<file path="src/rtl/regfile_pkg.sv">
// Shared types and default sizes for the integer register file and its scoreboard.
// Pure declarations; no logic, no latency, no backpressure.
package regfile_pkg;

    typedef enum logic {
        INIT = 1'b0,
        RUN  = 1'b1
    } rf_state_e;

    localparam int RF_DATA_W   = 32;
    localparam int RF_NUM_REGS = 32;

endpackage

</file>
<file path="src/rtl/regfile_scoreboard.sv">
// Pending-write scoreboard: one bit per register, set on issue and cleared on writeback or flush.
// Busy lookup is combinational; updates land at the next edge; never stalls its producers.
module regfile_scoreboard
    import regfile_pkg::*;
#(
    parameter int NUM_REGS = RF_NUM_REGS,
    parameter int NUM_RD   = 2,
    parameter int AW       = $clog2(NUM_REGS)
) (
    input  logic                 clk_i,
    input  logic                 rst_i,
    input  logic                 run_i,
    input  logic [NUM_RD*AW-1:0] rd_addr_i,
    input  logic [NUM_RD-1:0]    rd_byp_i,
    input  logic                 wr_en_i,
    input  logic [AW-1:0]        wr_addr_i,
    input  logic                 issue_en_i,
    input  logic [AW-1:0]        issue_addr_i,
    input  logic                 flush_i,
    output logic [NUM_RD-1:0]    rd_busy_o
);

    logic [NUM_REGS-1:0] pending_q;
    logic [NUM_REGS-1:0] pending_d;

    // Issue is applied after the writeback clear so a newer producer keeps the bit set.
    always_comb begin
        pending_d = pending_q;
        if (flush_i) begin
            pending_d = '0;
        end else begin
            if (wr_en_i) begin
                pending_d[wr_addr_i] = 1'b0;
            end
            if (issue_en_i) begin
                pending_d[issue_addr_i] = 1'b1;
            end
        end
        pending_d[0] = 1'b0;
    end

    always_ff @(posedge clk_i) begin
        if (rst_i) begin
            pending_q <= '0;
        end else if (run_i) begin
            pending_q <= pending_d;
        end
    end

    always_comb begin
        rd_busy_o = '1;
        for (int k = 0; k < NUM_RD; k++) begin
            if (!run_i) begin
                rd_busy_o[k] = 1'b1;
            end else if (rd_addr_i[k*AW +: AW] == '0 || rd_byp_i[k]) begin
                rd_busy_o[k] = 1'b0;
            end else begin
                rd_busy_o[k] = pending_q[rd_addr_i[k*AW +: AW]];
            end
        end
    end

endmodule

</file>
<file path="src/rtl/regfile_sb.sv">
// Register file with combinational read ports, one write port, optional bypass and a clear sweep after reset.
// Reads 0 cycles, writes 1 cycle; no backpressure, ready_o only gates the post-reset sweep.
module regfile_sb
    import regfile_pkg::*;
#(
    parameter int DATA_W   = RF_DATA_W,
    parameter int NUM_REGS = RF_NUM_REGS,
    parameter int NUM_RD   = 2,
    parameter int BYPASS   = 1,
    parameter int AW       = $clog2(NUM_REGS)
) (
    input  logic                     clk_i,
    input  logic                     rst_i,
    output logic                     ready_o,
    input  logic [NUM_RD*AW-1:0]     rd_addr_i,
    output logic [NUM_RD*DATA_W-1:0] rd_data_o,
    output logic [NUM_RD-1:0]        rd_busy_o,
    input  logic                     wr_en_i,
    input  logic [AW-1:0]            wr_addr_i,
    input  logic [DATA_W-1:0]        wr_data_i,
    input  logic                     issue_en_i,
    input  logic [AW-1:0]            issue_addr_i,
    input  logic                     flush_i
);

    rf_state_e           state_q;
    rf_state_e           state_d;
    logic [AW-1:0]       idx_q;
    logic                run;
    logic                mem_we;
    logic [AW-1:0]       mem_wa;
    logic [DATA_W-1:0]   mem_wd;
    logic [NUM_RD-1:0]   rd_byp;
    logic [DATA_W-1:0]   mem [NUM_REGS];

    always_ff @(posedge clk_i) begin
        if (rst_i) begin
            state_q <= INIT;
        end else begin
            state_q <= state_d;
        end
    end

    always_comb begin
        state_d = state_q;
        if (state_q == INIT && idx_q == AW'(NUM_REGS - 1)) begin
            state_d = RUN;
        end
    end

    // The sweep borrows the single write port, so no wide parallel reset is needed.
    always_comb begin
        run     = (state_q == RUN);
        ready_o = run;
        if (state_q == INIT) begin
            mem_we = !rst_i;
            mem_wa = idx_q;
            mem_wd = '0;
        end else begin
            mem_we = wr_en_i && (wr_addr_i != '0);
            mem_wa = wr_addr_i;
            mem_wd = wr_data_i;
        end
    end

    always_ff @(posedge clk_i) begin
        if (rst_i) begin
            idx_q <= AW'(1);
        end else if (state_q == INIT) begin
            idx_q <= idx_q + AW'(1);
        end
    end

    always_ff @(posedge clk_i) begin
        if (mem_we) begin
            mem[mem_wa] <= mem_wd;
        end
    end

    always_comb begin
        rd_byp = '0;
        for (int k = 0; k < NUM_RD; k++) begin
            rd_byp[k] = (BYPASS != 0) && run && wr_en_i && (wr_addr_i != '0)
                        && (wr_addr_i == rd_addr_i[k*AW +: AW]);
        end
    end

    always_comb begin
        rd_data_o = '0;
        for (int k = 0; k < NUM_RD; k++) begin
            if (run && rd_addr_i[k*AW +: AW] != '0) begin
                rd_data_o[k*DATA_W +: DATA_W] = rd_byp[k] ? wr_data_i
                                                          : mem[rd_addr_i[k*AW +: AW]];
            end
        end
    end

    regfile_scoreboard #(
        .NUM_REGS (NUM_REGS),
        .NUM_RD   (NUM_RD),
        .AW       (AW)
    ) u_scoreboard (
        .clk_i        (clk_i),
        .rst_i        (rst_i),
        .run_i        (run),
        .rd_addr_i    (rd_addr_i),
        .rd_byp_i     (rd_byp),
        .wr_en_i      (wr_en_i),
        .wr_addr_i    (wr_addr_i),
        .issue_en_i   (issue_en_i),
        .issue_addr_i (issue_addr_i),
        .flush_i      (flush_i),
        .rd_busy_o    (rd_busy_o)
    );

endmodule

</file>
<file path="config.mk">
export PLATFORM = sky130hd
export DESIGN_NAME = regfile_sb
export DESIGN_NICKNAME = d
export VERILOG_FILES = /design/src/rtl/regfile_pkg.sv /design/src/rtl/regfile_scoreboard.sv /design/src/rtl/regfile_sb.sv
export SDC_FILE = /design/constraint.sdc
export NUM_CORES = 1
export LEC_CHECK = 0
export CORE_MARGIN = 1
export CORE_UTILIZATION = 29
export CTS_CLUSTER_SIZE = 10
export DETAILED_ROUTE_END_ITERATION = 16
export DONT_BUFFER_PORTS = 1
export PLACE_DENSITY_LB_ADDON = 0.05
export SLEW_MARGIN = 15
export SYNTH_ARGS = -nofsm -noshare
export SYNTH_HDL_FRONTEND = slang
export SYNTH_SLANG_ARGS = --single-unit
</file>
<file path="constraint.sdc">
create_clock -name clk_i -period 5.01 [get_ports clk_i]
set_clock_uncertainty 0.15 [all_clocks]
set_input_delay 0.501 -clock clk_i [delete_from_list [all_inputs] [get_ports clk_i]]
set_output_delay 0.501 -clock clk_i [all_outputs]
set_load 0.005 [all_outputs]
</file>
# Word level (Yosys, flattened, before mapping)

Memories as Yosys holds them, arrays and structs flattened.
Cells that the tools add are included.

Register bits: 37
Bits in latches: 0
RAM bits: 1024
Bits in read-only memories: 0
Word-level logic and storage cells: 61
Memories: 1

Add/sub/neg operators: 1
Multiply operators: 0
Div/mod/pow operators: 0
$lt $le $gt $ge: 6
Eq/ne operators: 3
Shift operators: 0
Mux-type cells: 25
Bitwise operators: 4
Reduce and logical (&&, ||, !) cells: 18

Memory list:

| name | words | width | rd ports | clocked after memory_dff | wr ports | RTL line         | source |
|---|---|---|---|---|---|---|---|
| mem  | 32    | 32    | 2        | 0                        | 1        | regfile_sb.sv:34 | `logic [DATA_W-1:0] mem [NUM_REGS];` |

Operators by type and width:

| operator              | number |
|---|---|
| $mux W32              | 9 |
| $and A32 B32 Y32      | 1 |
| $not A32 Y32          | 1 |
| $or A32 B32 Y32       | 1 |
| $lt A5 B6 Y1 const B  | 4 |
| $reduce_bool A5 Y1    | 3 |
| $mux W1               | 11 |
| $bmux W1 S5           | 2 |
| $demux W1 S5          | 2 |
| $eq A5 B5 Y1          | 2 |
| $ge A5 B1 Y1 const B  | 2 |
| $logic_and A1 B1 Y1   | 10 |
| $logic_not A5 Y1      | 2 |
| $add A5 B1 Y5 const B | 1 |
| $eq A5 B5 Y1 const B  | 1 |
| $mux W5               | 1 |
| $logic_or A1 B1 Y1    | 2 |
| $logic_not A1 Y1      | 1 |
| $not A1 Y1            | 1 |

# Logic depth before layout (Yosys ltp)

Word-level depth: 11
Depth in mapped cells: 10
Mapped depth without buffers: 5

# Modules after synthesis

From an unflattened synthesis, not the netlist that was laid out.

Cells, all modules: 2918
Area total of the unflattened synthesis: 50512.2 sq um

Modules (own cells, without submodules):

| module             | instances | cells an instance | area an instance (sq um) | seq. area each (sq um) |
|---|---|---|---|---|
| regfile_sb         | 1         | 2649              | 48346.4                  | 30869.6 |
| regfile_scoreboard | 1         | 269               | 2165.8                   | 620.6 |

# Worst setup path before layout

OpenSTA, ideal clock, no wires.

Kind: input port to flip-flop
Start: input port wr_addr_i[2]
End: memory mem[0][0] in the netlist's numbering (enable)
Setup time: 421 ps
Data arrival time: 2808 ps
Required time: 4439 ps
Slack: 1631 ps
Cell stages on the path: 6
Buffers on the path: 1
Path through: buf_2 nor3_1 a21o_1 o32ai_1 nand2_1 nor2_1

Word-level cells in the longest chain between the ends: 5
Elaborated cells between the ends (all ways): 6
Classes of those cells: 4 x mux; 2 x reduce/logical

Ends and longest elaborated chain:

| what                          | RTL line         | source |
|---|---|---|
| from (decl)                   | regfile_sb.sv:19 | `input logic [AW-1:0] wr_addr_i,` |
| $reduce_bool A5 Y1            | regfile_sb.sv:60 | `mem_we = wr_en_i && (wr_addr_i != '0);` |
| $logic_and A1 B1 Y1           | regfile_sb.sv:60 |  |
| $mux W1                       | regfile_sb.sv:55 | `if (state_q == INIT) begin` |
| $mux W1                       | regfile_sb.sv:75 | `if (mem_we) begin` |
| $mux W1 (not written as such) | regfile_sb.sv:76 | `mem[mem_wa] <= mem_wd;` |
| to (decl)                     | regfile_sb.sv:34 |  |

Several ways; a longest one is shown, not always the timed one.

# Final worst setup path

Start: input port rd_addr_i[5]
End: output port rd_data_o[37]

Word-level cells in the longest chain between the ends: 4
Elaborated cells between the ends (all ways): 7
Classes of those cells: 1 x eq/ne; 2 x mux; 3 x reduce/logical; 1 x memory

Ends and longest elaborated chain:

| what                                                    | RTL line         | source |
|---|---|---|
| from (decl)                                             | regfile_sb.sv:15 | `input logic [NUM_RD*AW-1:0] rd_addr_i,` |
| branches (longest 3 deep; another with $mem_v2 Z32 W32) | n/a              |  |
| $mux W32 *                                              | regfile_sb.sv:91 | `if (run && rd_addr_i[k*AW +: AW] != '0) begin` |
| to (decl)                                               | regfile_sb.sv:16 | `output logic [NUM_RD*DATA_W-1:0] rd_data_o,` |

Mark *: on every way between the ends.

==> impl_summary.txt <==
----------------------------------------------------
[Global routing]
  Wire length of the first global-routing pass ... around 280,000 um
  Global routing usage on met2 ... about 40%
  Initial antenna violation count ... 9
  Pin count of the biggest net entering global routing ... 341
  Busiest layer in global routing ... met2
  Global-route met1 utilization ... approximately 30%
  GRT Residual Overflow ... 0
  Number of global-route vias before repair ... between 30,000 and 40,000
  Total routing resource utilization after global routing ... a little under a quarter
  Met3 Track Usage GR ... 3.72%

[Cells and area]
  Multi-input logic area ... 18,700 um2
  Register Area ... 31,500 um2
  Synth-to-Final Area Change ... 13.8%
  Fraction of layout cells with a size suffix above 1 ... between 20 and 30%
  Final standard cell area without fillers ... 58,400 um2
  Antenna Cells ... 0
  Final-layout fill cell count ... ~17,000
  Utilization of the core after routing ... 33.2%
  Number of nets in the final layout ... approximately 3,100

[Synthesis]
  Proportion of synthesized chip area in sequential cells ... around three fifths
  Predominant post-synthesis flop cell ... sky130_fd_sc_hd__edfxtp_1
  Yosys top cell area share ... 59.9%
  Combined area of all synthesized cells ... ~50,000 um2
  Net count after synthesis ... between 3,000 and 4,000
  Number of library cell types mapped by synthesis ... 60
  Leading cell types by total area after synthesis ... sky130_fd_sc_hd__edfxtp_1 (60%), sky130_fd_sc_hd__mux4_2 (16%), sky130_fd_sc_hd__mux2i_1 (5.0%)
  Average size of a mapped cell ... between 15 and 20 um2
  Ys async rst share ... 0%
  Yosys top cell by area ... sky130_fd_sc_hd__edfxtp_1
  Number of storage elements in the synthesis netlist ... around 1,100
  EDFF count, synth ... approximately 1,000
  Yosys Warn Count ... 0
  Cell count after synthesis ... 3,030

[Pwr]
  Comb power frac ... around 6.3%
  Overall power of the completed layout ... around 20 mW
  IR drop worst, VDD ... around 0.3 mV
  Int Power ... between 15 and 20 mW
  Sw Ratio ... 22.5%
  Net Sw Power ... 4.49 mW
  Share of total power in sequential cells ... 48.8%
  Pwr Density ... ~340 nW/um2
  Cell leakage power ... 18.2 nW
  Clock Power Share ... 44.9%

[Timing]
  Number of pins with negative max-slew slack in the final report ... 0
  Number of failing hold endpoints at the final stage ... 0
  Setup violation total in the final timing report ... 0
  Transition time at the pin with the least slew margin ... 1260 ps
  Final period utilization ... slightly below 90%
  Setup tns final ... 0 ps
  F_max ... 226 MHz
  Post-route minimum period ... between 4000 and 5000 ps
  Unrepaired setup endpoints after global routing ... false
  Minimum setup slack in the final design ... between 500 and 600 ps
  Slew HR ... 15.9%

[Floorplanning]
  Starting Density ... just under 30%
  Total I/O pin count ... about 120
  Floorplan die width ... roughly 420 um
  Die ar. ... around 180,000 um2
  Die Y ... 423 um
  Total core area ... around 180,000 um2
  Count of standard-cell rows ... ~150

[Clocking]
  Cell at the root of the clock tree ... sky130_fd_sc_hd__clkbuf_16
  Clock sink total ... around 1,100
  Number of levels the H-tree was split into ... 4
  TritonCTS clock tree ... done
  Largest buffer count on any clock path ... 3
  Total CTS buffers ... ~130
  Later-pin clock latency in the skew report ... roughly 770 ps
  CTS clk-pin slew, worst paths ... around 60 ps
  Count of instances resized after the clock tree is built ... 0

[Setup path]
  Reg2reg setup slack ... 1320 ps
  Req. time, crit path ... roughly 4400 ps
  Capturing element type of the critical path ... primary output
  Highest-delay cell along the critical path ... sky130_fd_sc_hd__a2111oi_0
  Worst endpoint data arrival time ... about 3800 ps
  Worst setup path category ... input pin to primary output
  Startpoint of the worst register-to-register path ... ready_o
  Crit path cell chain ... buf_16 > buf_16 > mux4_2 > mux2i_1 > a2111oi_0 > a211oi_1 > a21oi_1
  Delay of the slowest critical-path stage ... just under 800 ps
  Crit Reg-Reg Endpoint ... mem[31][21]
  Count of cells along the worst register-to-register path ... 6
  Kind of launch point of the worst setup path ... input pin
  Most common cell type on the critical path ... sky130_fd_sc_hd__buf_16
  Maximum fanout encountered on the critical timing path ... 95

[Detailed routing]
  Initial DRT Pass Iterations ... 6
  Detailed router's first-iteration violation count ... 2,701
  Count of antenna-violating nets left after detailed routing ... 0
  Detail-routed net length per standard cell ... 38.1 um
  Via count ... roughly 31,000
  WL final ... a little over 200,000 um
  DRC violations left ... 0
  Via density ... between 5 and 6

[Worst hold path]
  Hold Path End ... u_scoreboard.pending_q[12]
  Hold Crit Depth ... 4
  Startpoint of the most critical hold path ... wr_en_i
  Type of the worst min-delay path ... input pin to register

[Placed design]
  Half-perimeter wire length after placement ... 117,000 um
  Placed cell areas ... approximately 54,000 um2
  PortBufs ... 0
  Routability congestion estimate ... ~0.77
  Worst slack after detailed placement ... 1240 ps

[Flow run]
  Max capacitance violation total ... 0

[Status]
  Run status ... finished, final reports clean

----------------------------------------------------
## logic make-up after synthesis
logic type,share of synthesized area [%]
buffers and inverters,2.75
XOR/XNOR,0.205
AO/OA/AOI/OAI,7.48
adder cells (fa/ha/maj),0.0488
flip-flops,61.4
AND/OR/NAND/NOR,3.27
multiplexers,24.9
## layout make-up
| type | instances | share of cell area (%) |
|---|---|---|
| Tap cell | 2340 | 5.02 |
| Multi-Input combinational cell | 1717 | 32.1 |
| Sequential cell | 1061 | 53.9 |
| Clock inverter | 33 | 0.450 |
| Clock buffer | 184 | 6.25 |
| Timing Repair Buffer | 114 | 2.22 |
| Inverter | 8 | 0.0557 |
## layout by cell type, fill, tap and decap left out, drive strengths merged, types with 4 or more instances in the layout
cell | Yosys | final
nand3b | 6 | 6
nor3b | 6 | 6
nor2 | 132 | 132
a2111oi | 47 | 47
dfxtp | 37 | 37
a21oi | 87 | 87
inv | 6 | 13
o211ai | 4 | 4
and2 | 36 | 36
a221oi | 53 | 53
nand2b | 12 | 12
edfxtp | 1024 | 1024
nor2b | 14 | 14
a221o | 26 | 26
xnor2 | 11 | 11
clkbuf | 88 | 184
or3 | 7 | 7
o21ai | 141 | 141
and3 | 13 | 13
a22oi | 15 | 15
dlygate4sd3 | 0 | 18
or2 | 5 | 5
clkinv | 2 | 26
a211o | 19 | 19
o22ai | 94 | 94
mux4 | 371 | 371
buf | 156 | 96
a211oi | 51 | 51
nand2 | 61 | 61
nor3 | 39 | 39
mux2i | 255 | 255
mux2 | 165 | 165
o31ai | 4 | 4
a32o | 4 | 4
nand3 | 7 | 7
or3b | 6 | 6
## stage by stage
step                      hold slack [ps]  std cells
after global routing                 85.5       5457
after detailed placement              338       5219
final                                74.8       5457
after floorplan                       307       3030
after CTS                          0.0994       5451
after global placement                328       5218
## timing repair
item                                   4_1_cts  5_1_grt
setup buffers                                0        0
hold buffers                                15        3
endpoints found under the hold margin       45        3
## per-layer routing
layer | vias to the layer above | wire length (um)
li1 | 12757 | -
met1 | 17273 | 86100
met2 | 1086 | 106000
met3 | 235 | 11100
met4 | 0 | 4950
met5 | - | 0
## synth_stat cells, drive strengths merged, types with 3 or more instances
cell and count:
edfxtp 1024, mux4 371, mux2i 255, mux2 165, buf 156, o21ai 141, nor2 132, o22ai 94
clkbuf 88, a21oi 87, nand2 61, a221oi 53, a211oi 51, a2111oi 47, nor3 39, dfxtp 37
and2 36, a221o 26, a211o 19, a22oi 15, nor2b 14, and3 13, nand2b 12, xnor2 11
nand3 7, or3 7, inv 6, nand3b 6, nor3b 6, or3b 6, or2 5, a32o 4
o211ai 4, o31ai 4, a21o 3, o221ai 3
## state kept, by name, summed over array words and instances (netlist names)
register and flops:
mem 1024, u_scoreboard.pending_q 31, idx_q 5, ready_o 1
## critical path: cells and delay by family
family / cells / cell delay, ps
buffers and inverters: 2 / 960
AO/OA/AOI/OAI: 3 / 1280
multiplexers: 2 / 540
## power by group through the flow
stage / clock network (mW) / logic, mW / registers, mW
after global placement: 0 / 1.16 / 9.89
after detailed placement: 0 / 1.15 / 9.90
final: 8.93 / 1.25 / 9.72
after global routing: 9.48 / 1.31 / 9.72
after CTS: 9.19 / 1.17 / 9.72
after floorplan: 0 / 0.993 / 9.89
## how the worst max path moves through the flow
stage                  from             to  slack [ps]  cells past startpoint
6_report       rd_addr_i[5]  rd_data_o[37]         580                      7
5_1_grt        rd_addr_i[5]  rd_data_o[37]         400                      7
4_1_cts             ready_o  rd_data_o[53]         540                      4
3_5_place_dp   rd_addr_i[7]  rd_data_o[59]        1240                      5
3_3_place_gp   rd_addr_i[7]  rd_data_o[59]        1230                      5
2_1_floorplan  wr_addr_i[2]      mem[0][0]        1630                      6
No activity file was read; power rests on OpenSTA's default activity.
